### src/rtl/cpu_pkg.sv
// Shared widths, the zero-register index and the load-queue entry layout
// used by the register-file write-back path.
package cpu_pkg;

   localparam int CPU_DATA_W = 32;
   localparam int CPU_ADDR_W = 5;

   localparam logic [CPU_ADDR_W-1:0] REG_ZERO = '0;

   // One outstanding load: destination, returned data, data-has-arrived flag.
   typedef struct packed {
      logic [CPU_ADDR_W-1:0] rd;
      logic [CPU_DATA_W-1:0] data;
      logic                  done;
   } wb_entry_t;

endpackage

### src/rtl/regfile_writeback_if.sv
// Execute/memory side handshake plus the register-file write port of the
// write-back controller. The master drives requests; the slave is the controller.
interface regfile_writeback_if #(
   parameter int DATA_W = 32,
   parameter int ADDR_W = 5
);

   logic              alu_valid;
   logic [ADDR_W-1:0] alu_rd;
   logic [DATA_W-1:0] alu_data;
   logic              ld_issue;
   logic [ADDR_W-1:0] ld_rd;
   logic              ld_ready;
   logic              ld_valid;
   logic [DATA_W-1:0] ld_data;
   logic [ADDR_W-1:0] src_1;
   logic [ADDR_W-1:0] src_2;
   logic              busy_1;
   logic              busy_2;
   logic              regwrite;
   logic [ADDR_W-1:0] register_w;
   logic [DATA_W-1:0] write_data;
   logic              proto_err;

   modport master (
      output alu_valid, alu_rd, alu_data, ld_issue, ld_rd, ld_valid, ld_data,
             src_1, src_2,
      input  ld_ready, busy_1, busy_2, regwrite, register_w, write_data, proto_err
   );

   modport slave (
      input  alu_valid, alu_rd, alu_data, ld_issue, ld_rd, ld_valid, ld_data,
             src_1, src_2,
      output ld_ready, busy_1, busy_2, regwrite, register_w, write_data, proto_err
   );

endinterface

### src/rtl/wb_queue.sv
// In-order outstanding-load queue. Entries live between head and tail;
// entries between head and ret have their data back. Three independent
// pointers let issue, return and drain all act in the same cycle.
module wb_queue
   import cpu_pkg::*;
#(
   parameter int DATA_W = CPU_DATA_W,
   parameter int ADDR_W = CPU_ADDR_W,
   parameter int DEPTH  = 4
) (
   input  logic              clock,
   input  logic              reset,
   input  logic              i_issue,
   input  logic [ADDR_W-1:0] i_issue_rd,
   input  logic              i_ret,
   input  logic [DATA_W-1:0] i_ret_data,
   input  logic              i_pop,
   input  logic [ADDR_W-1:0] i_src_1,
   input  logic [ADDR_W-1:0] i_src_2,
   output logic              o_full,
   output logic              o_ret_avail,
   output logic              o_head_done,
   output logic [ADDR_W-1:0] o_head_rd,
   output logic [DATA_W-1:0] o_head_data,
   output logic [DEPTH-1:0]  o_match_1,
   output logic [DEPTH-1:0]  o_match_2
);

   localparam int PTR_W = $clog2(DEPTH);

   wb_entry_t        r_entry [DEPTH];
   logic [PTR_W:0]   r_head;
   logic [PTR_W:0]   r_ret;
   logic [PTR_W:0]   r_tail;

   logic [PTR_W:0]   w_count;
   logic             w_empty;
   logic             w_issue_ok;
   logic             w_ret_ok;
   logic             w_pop_ok;
   logic [DEPTH-1:0] w_valid;

   assign w_count     = r_tail - r_head;
   assign w_empty     = (r_head == r_tail);
   assign o_full      = (w_count == (PTR_W+1)'(DEPTH));
   assign o_ret_avail = (r_ret != r_tail);

   assign w_issue_ok  = i_issue & ~o_full;
   assign w_ret_ok    = i_ret & o_ret_avail;

   assign o_head_rd   = r_entry[r_head[PTR_W-1:0]].rd;
   assign o_head_data = r_entry[r_head[PTR_W-1:0]].data;
   assign o_head_done = ~w_empty & r_entry[r_head[PTR_W-1:0]].done;
   assign w_pop_ok    = i_pop & o_head_done;

   // An entry is live when its distance from head (mod DEPTH) is below count.
   for (genvar g = 0; g < DEPTH; g++) begin : g_match
      assign w_valid[g]   = ({1'b0, PTR_W'(g) - r_head[PTR_W-1:0]} < w_count);
      assign o_match_1[g] = w_valid[g] & (r_entry[g].rd == i_src_1);
      assign o_match_2[g] = w_valid[g] & (r_entry[g].rd == i_src_2);
   end

   // Pointer advance; each pointer moves on its own event.
   always_ff @(posedge clock or negedge reset) begin
      if (!reset) begin
         r_head <= '0;
         r_ret  <= '0;
         r_tail <= '0;
      end else begin
         if (w_issue_ok) r_tail <= r_tail + (PTR_W+1)'(1);
         if (w_ret_ok)   r_ret  <= r_ret  + (PTR_W+1)'(1);
         if (w_pop_ok)   r_head <= r_head + (PTR_W+1)'(1);
      end
   end

   // Entry storage. Issue, return and pop never hit the same slot in one
   // cycle: issue needs not-full, return needs ret!=tail, pop needs head<ret.
   always_ff @(posedge clock or negedge reset) begin
      if (!reset) begin
         for (int i = 0; i < DEPTH; i++) r_entry[i] <= '0;
      end else begin
         for (int i = 0; i < DEPTH; i++) begin
            if (w_issue_ok && r_tail[PTR_W-1:0] == PTR_W'(i)) begin
               r_entry[i].rd   <= i_issue_rd;
               r_entry[i].done <= 1'b0;
            end
            if (w_ret_ok && r_ret[PTR_W-1:0] == PTR_W'(i)) begin
               r_entry[i].data <= i_ret_data;
               r_entry[i].done <= 1'b1;
            end
            if (w_pop_ok && r_head[PTR_W-1:0] == PTR_W'(i)) begin
               r_entry[i].done <= 1'b0;
            end
         end
      end
   end

endmodule

### src/rtl/regfile_writeback.sv
// Register-file write-back controller: arbitrates ALU results against
// completed loads onto the single registered write port, publishes RAW
// busy flags for decode and latches protocol violations.
module regfile_writeback
   import cpu_pkg::*;
#(
   parameter int DATA_W = CPU_DATA_W,
   parameter int ADDR_W = CPU_ADDR_W,
   parameter int DEPTH  = 4
) (
   input  logic               clock,
   input  logic               reset,
   regfile_writeback_if.slave bus
);

   logic              w_full;
   logic              w_ret_avail;
   logic              w_head_done;
   logic [ADDR_W-1:0] w_head_rd;
   logic [DATA_W-1:0] w_head_data;
   logic [DEPTH-1:0]  w_match_1;
   logic [DEPTH-1:0]  w_match_2;
   logic              w_pop;

   logic              r_regwrite;
   logic [ADDR_W-1:0] r_register_w;
   logic [DATA_W-1:0] r_write_data;
   logic              r_proto_err;

   // The ALU has no buffering, so it always owns the port; a ready load waits.
   assign w_pop = ~bus.alu_valid & w_head_done;

   wb_queue #(
      .DATA_W (DATA_W),
      .ADDR_W (ADDR_W),
      .DEPTH  (DEPTH)
   ) u_queue (
      .clock       (clock),
      .reset       (reset),
      .i_issue     (bus.ld_issue),
      .i_issue_rd  (bus.ld_rd),
      .i_ret       (bus.ld_valid),
      .i_ret_data  (bus.ld_data),
      .i_pop       (w_pop),
      .i_src_1     (bus.src_1),
      .i_src_2     (bus.src_2),
      .o_full      (w_full),
      .o_ret_avail (w_ret_avail),
      .o_head_done (w_head_done),
      .o_head_rd   (w_head_rd),
      .o_head_data (w_head_data),
      .o_match_1   (w_match_1),
      .o_match_2   (w_match_2)
   );

   // Registered write port; index/data hold when nothing is written.
   always_ff @(posedge clock or negedge reset) begin
      if (!reset) begin
         r_regwrite   <= 1'b0;
         r_register_w <= '0;
         r_write_data <= '0;
      end else if (bus.alu_valid) begin
         r_regwrite   <= (bus.alu_rd != REG_ZERO);
         r_register_w <= bus.alu_rd;
         r_write_data <= bus.alu_data;
      end else if (w_pop) begin
         r_regwrite   <= (w_head_rd != REG_ZERO);
         r_register_w <= w_head_rd;
         r_write_data <= w_head_data;
      end else begin
         r_regwrite   <= 1'b0;
      end
   end

   // Sticky flag for an issue into a full queue or a return with nothing owed.
   always_ff @(posedge clock or negedge reset) begin
      if (!reset) begin
         r_proto_err <= 1'b0;
      end else if ((bus.ld_issue & w_full) | (bus.ld_valid & ~w_ret_avail)) begin
         r_proto_err <= 1'b1;
      end
   end

   assign bus.regwrite   = r_regwrite;
   assign bus.register_w = r_register_w;
   assign bus.write_data = r_write_data;
   assign bus.proto_err  = r_proto_err;
   assign bus.ld_ready   = ~w_full;
   assign bus.busy_1     = (bus.src_1 != REG_ZERO) & (|w_match_1);
   assign bus.busy_2     = (bus.src_2 != REG_ZERO) & (|w_match_2);

endmodule

### src/flat_wrapper.sv
// flat-port wrapper written by rule: the top's interface ports become plain ports
module regfile_writeback_flat import cpu_pkg::*;
#(
   parameter int DATA_W = CPU_DATA_W,
   parameter int ADDR_W = CPU_ADDR_W,
   parameter int DEPTH  = 4
)
  (clock, reset, bus_alu_valid, bus_alu_rd, bus_alu_data, bus_ld_issue, bus_ld_rd, bus_ld_valid, bus_ld_data, bus_src_1, bus_src_2, bus_ld_ready, bus_busy_1, bus_busy_2, bus_regwrite, bus_register_w, bus_write_data, bus_proto_err);
  regfile_writeback_if #(.DATA_W(DATA_W), .ADDR_W(ADDR_W)) bus_i ();
  input  logic clock;
  input  logic reset;
  input wire logic [$bits(bus_i.alu_valid)-1:0] bus_alu_valid;
  input wire logic [$bits(bus_i.alu_rd)-1:0] bus_alu_rd;
  input wire logic [$bits(bus_i.alu_data)-1:0] bus_alu_data;
  input wire logic [$bits(bus_i.ld_issue)-1:0] bus_ld_issue;
  input wire logic [$bits(bus_i.ld_rd)-1:0] bus_ld_rd;
  input wire logic [$bits(bus_i.ld_valid)-1:0] bus_ld_valid;
  input wire logic [$bits(bus_i.ld_data)-1:0] bus_ld_data;
  input wire logic [$bits(bus_i.src_1)-1:0] bus_src_1;
  input wire logic [$bits(bus_i.src_2)-1:0] bus_src_2;
  output wire logic [$bits(bus_i.ld_ready)-1:0] bus_ld_ready;
  output wire logic [$bits(bus_i.busy_1)-1:0] bus_busy_1;
  output wire logic [$bits(bus_i.busy_2)-1:0] bus_busy_2;
  output wire logic [$bits(bus_i.regwrite)-1:0] bus_regwrite;
  output wire logic [$bits(bus_i.register_w)-1:0] bus_register_w;
  output wire logic [$bits(bus_i.write_data)-1:0] bus_write_data;
  output wire logic [$bits(bus_i.proto_err)-1:0] bus_proto_err;
  assign bus_i.alu_valid = bus_alu_valid;
  assign bus_i.alu_rd = bus_alu_rd;
  assign bus_i.alu_data = bus_alu_data;
  assign bus_i.ld_issue = bus_ld_issue;
  assign bus_i.ld_rd = bus_ld_rd;
  assign bus_i.ld_valid = bus_ld_valid;
  assign bus_i.ld_data = bus_ld_data;
  assign bus_i.src_1 = bus_src_1;
  assign bus_i.src_2 = bus_src_2;
  assign bus_ld_ready = bus_i.ld_ready;
  assign bus_busy_1 = bus_i.busy_1;
  assign bus_busy_2 = bus_i.busy_2;
  assign bus_regwrite = bus_i.regwrite;
  assign bus_register_w = bus_i.register_w;
  assign bus_write_data = bus_i.write_data;
  assign bus_proto_err = bus_i.proto_err;
  regfile_writeback #(.DATA_W(DATA_W), .ADDR_W(ADDR_W), .DEPTH(DEPTH)) u_core (.clock(clock), .reset(reset), .bus(bus_i));
endmodule
### config.mk
export PLATFORM = sky130hd
export DESIGN_NAME = regfile_writeback_flat
export DESIGN_NICKNAME = d
export VERILOG_FILES = /design/src/rtl/cpu_pkg.sv /design/src/rtl/regfile_writeback_if.sv /design/src/rtl/wb_queue.sv /design/src/rtl/regfile_writeback.sv /design/src/flat_wrapper.sv
export SDC_FILE = /design/constraint.sdc
export NUM_CORES = 1
export LEC_CHECK = 0
export ABC_AREA = 1
export CAP_MARGIN = 20
export CELL_PAD_IN_SITES_DETAIL_PLACEMENT = 1
export CELL_PAD_IN_SITES_GLOBAL_PLACEMENT = 1
export CORE_ASPECT_RATIO = 1.1
export CORE_MARGIN = 4
export CORE_UTILIZATION = 41
export DETAILED_ROUTE_END_ITERATION = 16
export PLACE_DENSITY_LB_ADDON = 0.25
export SYNTH_ARGS = -nofsm -noshare
export SYNTH_HDL_FRONTEND = slang
export SYNTH_SLANG_ARGS = --single-unit
### constraint.sdc
create_clock -name clock -period 3.82 [get_ports clock]
set_input_delay 0.382 -clock clock [delete_from_list [all_inputs] [get_ports clock]]
set_output_delay 0.382 -clock clock [all_outputs]
set_load 0.03 [all_outputs]
==> results of run 1 <==
==> what timing repair did <==
item | in CTS | in global routing
setup buffers | 0 | 0
cloned | 0 | 0
resized for setup | 2 | 2
endpoints found under the setup margin | 2 | 2
==> critical path: stages, from the launching register on <==
cell	delay, ns
dfrtp_2	0.45
inv_2	0.12
ha_1	0.16
inv_1	0.06
fa_1	0.56
inv_1	0.11
ha_1	0.30
o21bai_1	0.16
nand3_1	0.12
nand2_1	0.08
nand2_1	0.05
nor2_1	0.16
nor2_1	0.05
dlygate4sd2_1	0.35
==> Yosys cell counts <==
master	instances
a21oi_1	15
a21oi_2	1
buf_1	3
buf_2	20
buf_4	8
buf_6	8
clkbuf_1	22
clkbuf_2	8
clkinv_1	1
dfrtp_1	200
fa_1	1
ha_1	21
inv_1	82
inv_2	7
nand2_1	567
nand2_2	2
nand3_1	124
nand3b_1	1
nand4_1	4
nor2_1	20
nor3_1	2
nor4_1	1
o21a_1	1
o21ai_0	151
o21ai_1	11
o21ai_2	1
o21bai_1	5
or2_1	1
or2_2	4
xnor2_1	17
xor2_1	5
==> power breakdown <==
group          internal, uW  switching (uW)
clock network           884             930
registers              3120             609
logic                  1750            3270
total                  5750            4810
==> final timing paths <==
| kind | from | endpoint | slack (ns) | cells after the start |
|---|---|---|---|---|
| min in group clock | bus_alu_valid | u_core.bus.regwrite$_DFF_PN0_ | 0.42 | 4 |
| max in group asynchronous | reset | u_core.u_queue.r_entry[97]$_DFFE_PN0P_ | 2.92 | 2 |
| min | reset | u_core.u_queue.r_entry[109]$_DFFE_PN0P_ | 0.006 | 1 |
| max | u_core.u_queue.r_tail[0]$_DFFE_PN0P_ | bus_busy_2 | 0.27 | 13 |
| max reg2reg | u_core.u_queue.r_head[0]$_DFFE_PN0N_ | u_core.bus.register_w[2]$_DFFE_PN0P_ | 1.12 | 8 |
| min reg2reg | u_core.bus.write_data[20]$_DFFE_PN0P_ | u_core.bus.write_data[20]$_DFFE_PN0P_ | 0.48 | 2 |
==> kinds of logic after synthesis <==
group | after synthesis | share of synthesized area
buffers and inverters | 159 | 0.0717
AOI/OAI and AO/OA | 185 | 0.0942
and+or+nand+nor | 726 | 0.290
adders and majority gates | 22 | 0.0281
xor gates and xnor gates | 22 | 0.0191
DFF | 200 | 0.497
==> final cells by class <==
class	instances	share of cell area
Inverter	90	0.0279
Antenna cell	1	0.000207
Clock buffer	17	0.0351
Tap cell	305	0.0315
Clock inverter	15	0.0149
Timing Repair Buffer	144	0.117
Sequential cell	200	0.414
Multi-Input combinational cell	955	0.360
==> per-layer routing <==
| layer | wire length (microns) | vias to the layer above | GRT usage |
|---|---|---|---|
| met2 | 14800 | 165 | 0.397 |
| met4 | 396 | 0 | 0.0513 |
| li1 | - | 4350 | - |
| met1 | 13500 | 4446 | 0.299 |
| met3 | 1180 | 24 | 0.0345 |
| met5 | 0 | - | 0 |
==> per-stage QoR <==
stage	cell area [sq um]	hold WS (ns)	setup slack, ns	std cells	util
floorplan	10100	0.0864	0.716	1314	-
global placement	11500	0.461	0.492	1694	0.481
detailed placement	11500	0.463	0.358	1694	0.481
CTS	12100	0.0539	0.125	1726	0.506
global route	12100	0.0664	0.0124	1726	0.506
finish	12100	0.00625	0.267	1727	0.506
==> flip-flops by register name, indices dropped and copies added (netlist names) <==
signal	count
u_core.u_queue.r_head	3
u_core.bus.proto_err	1
u_core.u_queue.r_tail	3
u_core.u_queue.r_ret	3
u_core.u_queue.r_entry	152
u_core.bus.write_data	32
u_core.bus.regwrite	1
u_core.bus.register_w	5
==> results.py, run 1 <==
metrics = {
    "yosys": {
        "yosysSeqAreaShare": 0.497,
        "ys_ff_latch": 200,
        "yosys_warnings": 0,
        "synth_top_area_share": 0.497,
        "synth_top_area_cell": "dfrtp_1",
        "synth_cells": 1314,
        "netlist_area_sq_um": 10100,
        "syn_area_per_cell_sq_um": 7.66,
        "synth.distinct_cells": 31,
        "synthTopCellsByArea": "dfrtp_1 50%, nand2_1 21%, o21ai_0 7.5%",
        "syn_nets": 1425,
    },
    "placed_design": {
        "hpwl_microns": 18900,
        "io_buffers": 130,
        "place.gp.congestion": 0.881,
    },
    "cts": {
        "cts_tree": "built",
        "insertion_delay_ns": 0.44,
        "htreeDepth": 4,
        "cts_sinks": 200,
        "clk_path_buf_depth": 2,
        "cts_buffers": 17,
        "path_clk_slew_ns": 0.08,
        "cts_root_buf": "clkbuf_16",
        "cts_hold_buf": 0,
    },
    "power_and_ir_drop": {
        "p_leak_uw": 0.00598,
        "power_density_nw_per_um2": 872,
        "power.total_uw": 10600,
        "peakVddDrop_v": 0.000422,
    },
    "worst_setup_path": {
        "crit_required_ns": 3.44,
        "worstSetupStartpointType": "flop",
        "critPathArrivalTime_ns": 3.17,
        "critPathKind": "flop to primary output",
        "cp_max_fo": 5,
        "crit_path_end_kind": "primary output",
    },
    "global_routing": {
        "grtUsageTotal": 0.227,
        "grt-ovfl-total": 0,
        "grt_antenna_before_repair": 0,
        "grt_max_degree": 95,
        "grt_pass1_wl_microns": 49200,
        "grt_pass1_vias": 9453,
    },
    "detailed_routing": {
        "wirelength_microns": 29800,
        "vias": 8985,
        "antenna_left": 0,
        "via_per_inst": 5.20,
        "drt_iter0_drc": 425,
        "routedWlPerCell_microns": 17.3,
        "drc": 0,
        "dr.pass1.iters": 4,
    },
    "timing": {
        "slew_headroom": 0.329,
        "drv_slew": 0,
        "finalCritPeriodShare": 0.930,
        "setup_viol": 0,
        "post-route-min-period_ns": 3.55,
        "skew_ns": 0.0184,
        "fmax_mhz": 281,
        "tightest_slew_ns": 1.01,
        "rsz0062_at_grt": "false",
        "hold_viol": 0,
        "timing.setup.tns_ns": 0,
    },
    "run_status": {
        "status": "finished, final reports clean",
    },
    "floorplan": {
        "die_area_sq_um": 27100,
        "num_io_pins": 131,
        "coreArea_sq_um": 23900,
        "rows": 59,
        "die_h_microns": 172,
        "floorplan.initialDensity": 0.421,
        "die_x_microns": 157,
    },
    "cells_and_area": {
        "fin_nets": 1519,
        "nFillCells": 2995,
        "layout_commonest_cell": "nand2_1",
        "final_cell_mix": "563 x nand2_1, 197 x dfrtp_1, 151 x o21ai_0",
        "areaGrowthSynthToFinish_pct": 20.3,
        "drive_above_1_share": 0.0507,
        "multi_input_area_sq_um": 4360,
        "seq_area_sq_um": 5010,
    },
    "job": {
        "drv_cap": 0,
    },
    "min_path": {
        "hp-class": "primary input to asynchronous set/reset pin",
    },
}
Note: power is estimated with default switching activity, not from simulation.
==> run 2: changes to the inputs <==
==> constraint.sdc (replaced) <==
create_clock -name clock -period 3.4 [get_ports clock]
set_input_delay 0.34 -clock clock [delete_from_list [all_inputs] [get_ports clock]]
set_output_delay 0.34 -clock clock [all_outputs]
set_load 0.03 [all_outputs]
==> results.py, run 2 (synthesis results as in run 1) <==
metrics = {
    "cells_and_area": {
        "regMostFlops": "u_core.u_queue.r_entry",
        "seq_area_sq_um": 5010,
        "num_antenna_cells": 0,
        "final_cell_mix": "563 x nand2_1, 198 x dfrtp_1, 151 x o21ai_0",
        "finalNonFillerCells": 1728,
        "postLayoutCoreUtil": 0.506,
        "areaGrowthSynthToFinish_pct": 20.3,
        "drive_above_1_share": 0.0520,
        "nFillCells": 2983,
        "largest_reg_flops": 152,
        "fin_nets": 1522,
        "layout_commonest_cell": "nand2_1",
        "multi_input_area_sq_um": 4360,
    },
    "floorplan": {
        "num_io_pins": 131,
        "die_h_microns": 172,
        "coreArea_sq_um": 23900,
        "die_area_sq_um": 27100,
        "rows": 59,
        "floorplan.initialDensity": 0.421,
        "die_x_microns": 157,
    },
    "detailed_routing": {
        "dr.pass1.iters": 5,
        "drt_iter0_drc": 464,
        "wirelength_microns": 29800,
        "antenna_left": 0,
        "vias": 8966,
        "drc": 0,
        "routedWlPerCell_microns": 17.2,
        "via_per_inst": 5.19,
    },
    "global_routing": {
        "grt_pass1_vias": 9328,
        "gr-usage-met3": 0.0330,
        "grt_antenna_before_repair": 0,
        "grt_pass1_wl_microns": 48300,
        "gr-usage-met1": 0.301,
        "grt-ovfl-total": 0,
        "global_route.usage.met2": 0.388,
        "grt_busiest_layer": "met2",
        "grtUsageTotal": 0.225,
        "grt_max_degree": 90,
    },
    "cts": {
        "cts_sinks": 200,
        "cts_tree": "built",
        "path_clk_slew_ns": 0.08,
        "cts_root_buf": "clkbuf_16",
        "htreeDepth": 4,
        "clk_path_buf_depth": 2,
        "insertion_delay_ns": 0.44,
        "cts_buffers": 17,
        "cts_setup_buffers": 0,
    },
    "timing": {
        "setup_viol": 0,
        "post-route-min-period_ns": 3.19,
        "tightest_slew_ns": 1.01,
        "timing.setup.tns_ns": 0,
        "fmax_mhz": 314,
        "drv_slew": 0,
        "rsz0062_at_grt": "false",
        "skew_ns": 0.0131,
        "hold_viol": 0,
        "slew_headroom": 0.326,
        "finalCritPeriodShare": 0.938,
    },
    "worst_setup_path": {
        "cpMaxStageDelayCell": "fa_1",
        "critPathKind": "flop to primary output",
        "worstPathCellList": "inv_1, ha_1, inv_1, fa_1, inv_1, ha_1, inv_1, o21bai_1, nand3_1, nand2_1, nand2_1, nor2_2, nor2_1, buf_2",
        "critPathArrivalTime_ns": 2.85,
        "crit_path_end_kind": "primary output",
        "reg2reg_slack_ns": 0.71,
        "cpPeakStageDelay_ns": 0.56,
        "cp_max_fo": 5,
        "crit_required_ns": 3.06,
        "worstSetupStartpointType": "flop",
        "path_common_cell": "inv_1",
    },
    "power_and_ir_drop": {
        "power.total_uw": 11900,
        "power_density_nw_per_um2": 980,
        "peakVddDrop_v": 0.000469,
        "p_leak_uw": 0.00599,
    },
    "min_path": {
        "hp-class": "primary input to asynchronous set/reset pin",
    },
    "run_status": {
        "status": "finished, final reports clean",
    },
    "placed_design": {
        "place.gp.congestion": 0.869,
        "io_buffers": 130,
        "hpwl_microns": 19000,
        "dp_cells": 1696,
    },
    "job": {
        "drv_cap": 0,
    },
}
==> run 2: cell count changes in the layout (fill, tap and decap cells not counted), sizes merged, moves of 2 or more <==
cell	delta
inv	+3
dlygate4sd2	-2
clkinv	-6
buf	+5
==> run 2: per-stage QoR <==
| stage | hold WS (ns) | area, sq um | worst slack [ns] |
|---|---|---|---|
| 3_3_place_gp | 0.458 | 11500 | 0.298 |
| 2_1_floorplan | 0.0444 | 10100 | 0.338 |
| 3_5_place_dp | 0.462 | 11500 | 0.226 |
| 5_1_grt | 0.510 | 12100 | 0.00517 |
| 4_1_cts | 0.486 | 12100 | 0.0337 |
| 6_report | 0.471 | 12100 | 0.212 |
==> run 2: worst max-delay path: cells and delay by family (launching register included) <==
family                     cells  cell delay [ns]
adders and majority gates      3             1.00
and+or+nand+nor                5             0.48
buffers and inverters          5             0.45
AOI/OAI and AO/OA              1             0.11
DFF                            1             0.38
==> run 2: final cells by class <==
cell class | count | area share
sequential | 200 | 0.414
multi-input combinational | 955 | 0.360
timing repair buffer | 147 | 0.120
clock buffer | 18 | 0.0354
tap | 305 | 0.0315
inverter | 90 | 0.0279
clock inverter | 13 | 0.0112
==> run 2: worst paths after layout <==
kind	startpoint	to	cells after the start
worst min register to register	u_core.bus.write_data[18]$_DFFE_PN0P_	u_core.bus.write_data[18]$_DFFE_PN0P_	2
worst max register to register	u_core.u_queue.r_head[0]$_DFFE_PN0N_	u_core.bus.register_w[1]$_DFFE_PN0P_	8
worst min-delay path	reset	u_core.u_queue.r_entry[109]$_DFFE_PN0P_	2
max in group asynchronous	reset	u_core.u_queue.r_entry[56]$_DFFE_PN0P_	3
min in group clock	u_core.bus.write_data[18]$_DFFE_PN0P_	u_core.bus.write_data[18]$_DFFE_PN0P_	2
worst max-delay path	u_core.u_queue.r_tail[0]$_DFFE_PN0P_	bus_busy_2	14
==> run 2: what timing repair did <==
action                                  CTS  global route
endpoints found under the setup margin    2             2
endpoints found under the hold margin     9             0
gates resized for setup                   4             6
hold buffers                              1             0
==> run 2: per-layer routing <==
| layer | wire (microns) | part of all wire | vias up |
|---|---|---|---|
| met5 | 0 | 0 | - |
| met4 | 407 | 0.014 | 0 |
| met2 | 14900 | 0.50 | 175 |
| met1 | 13300 | 0.45 | 4427 |
| li1 | - | - | 4341 |
| met3 | 1200 | 0.040 | 23 |
==> run 2: power breakdown <==
part | internal (uW) | switching, uW
Clock | 1030 | 978
Combinational | 2000 | 3670
Sequential | 3510 | 687
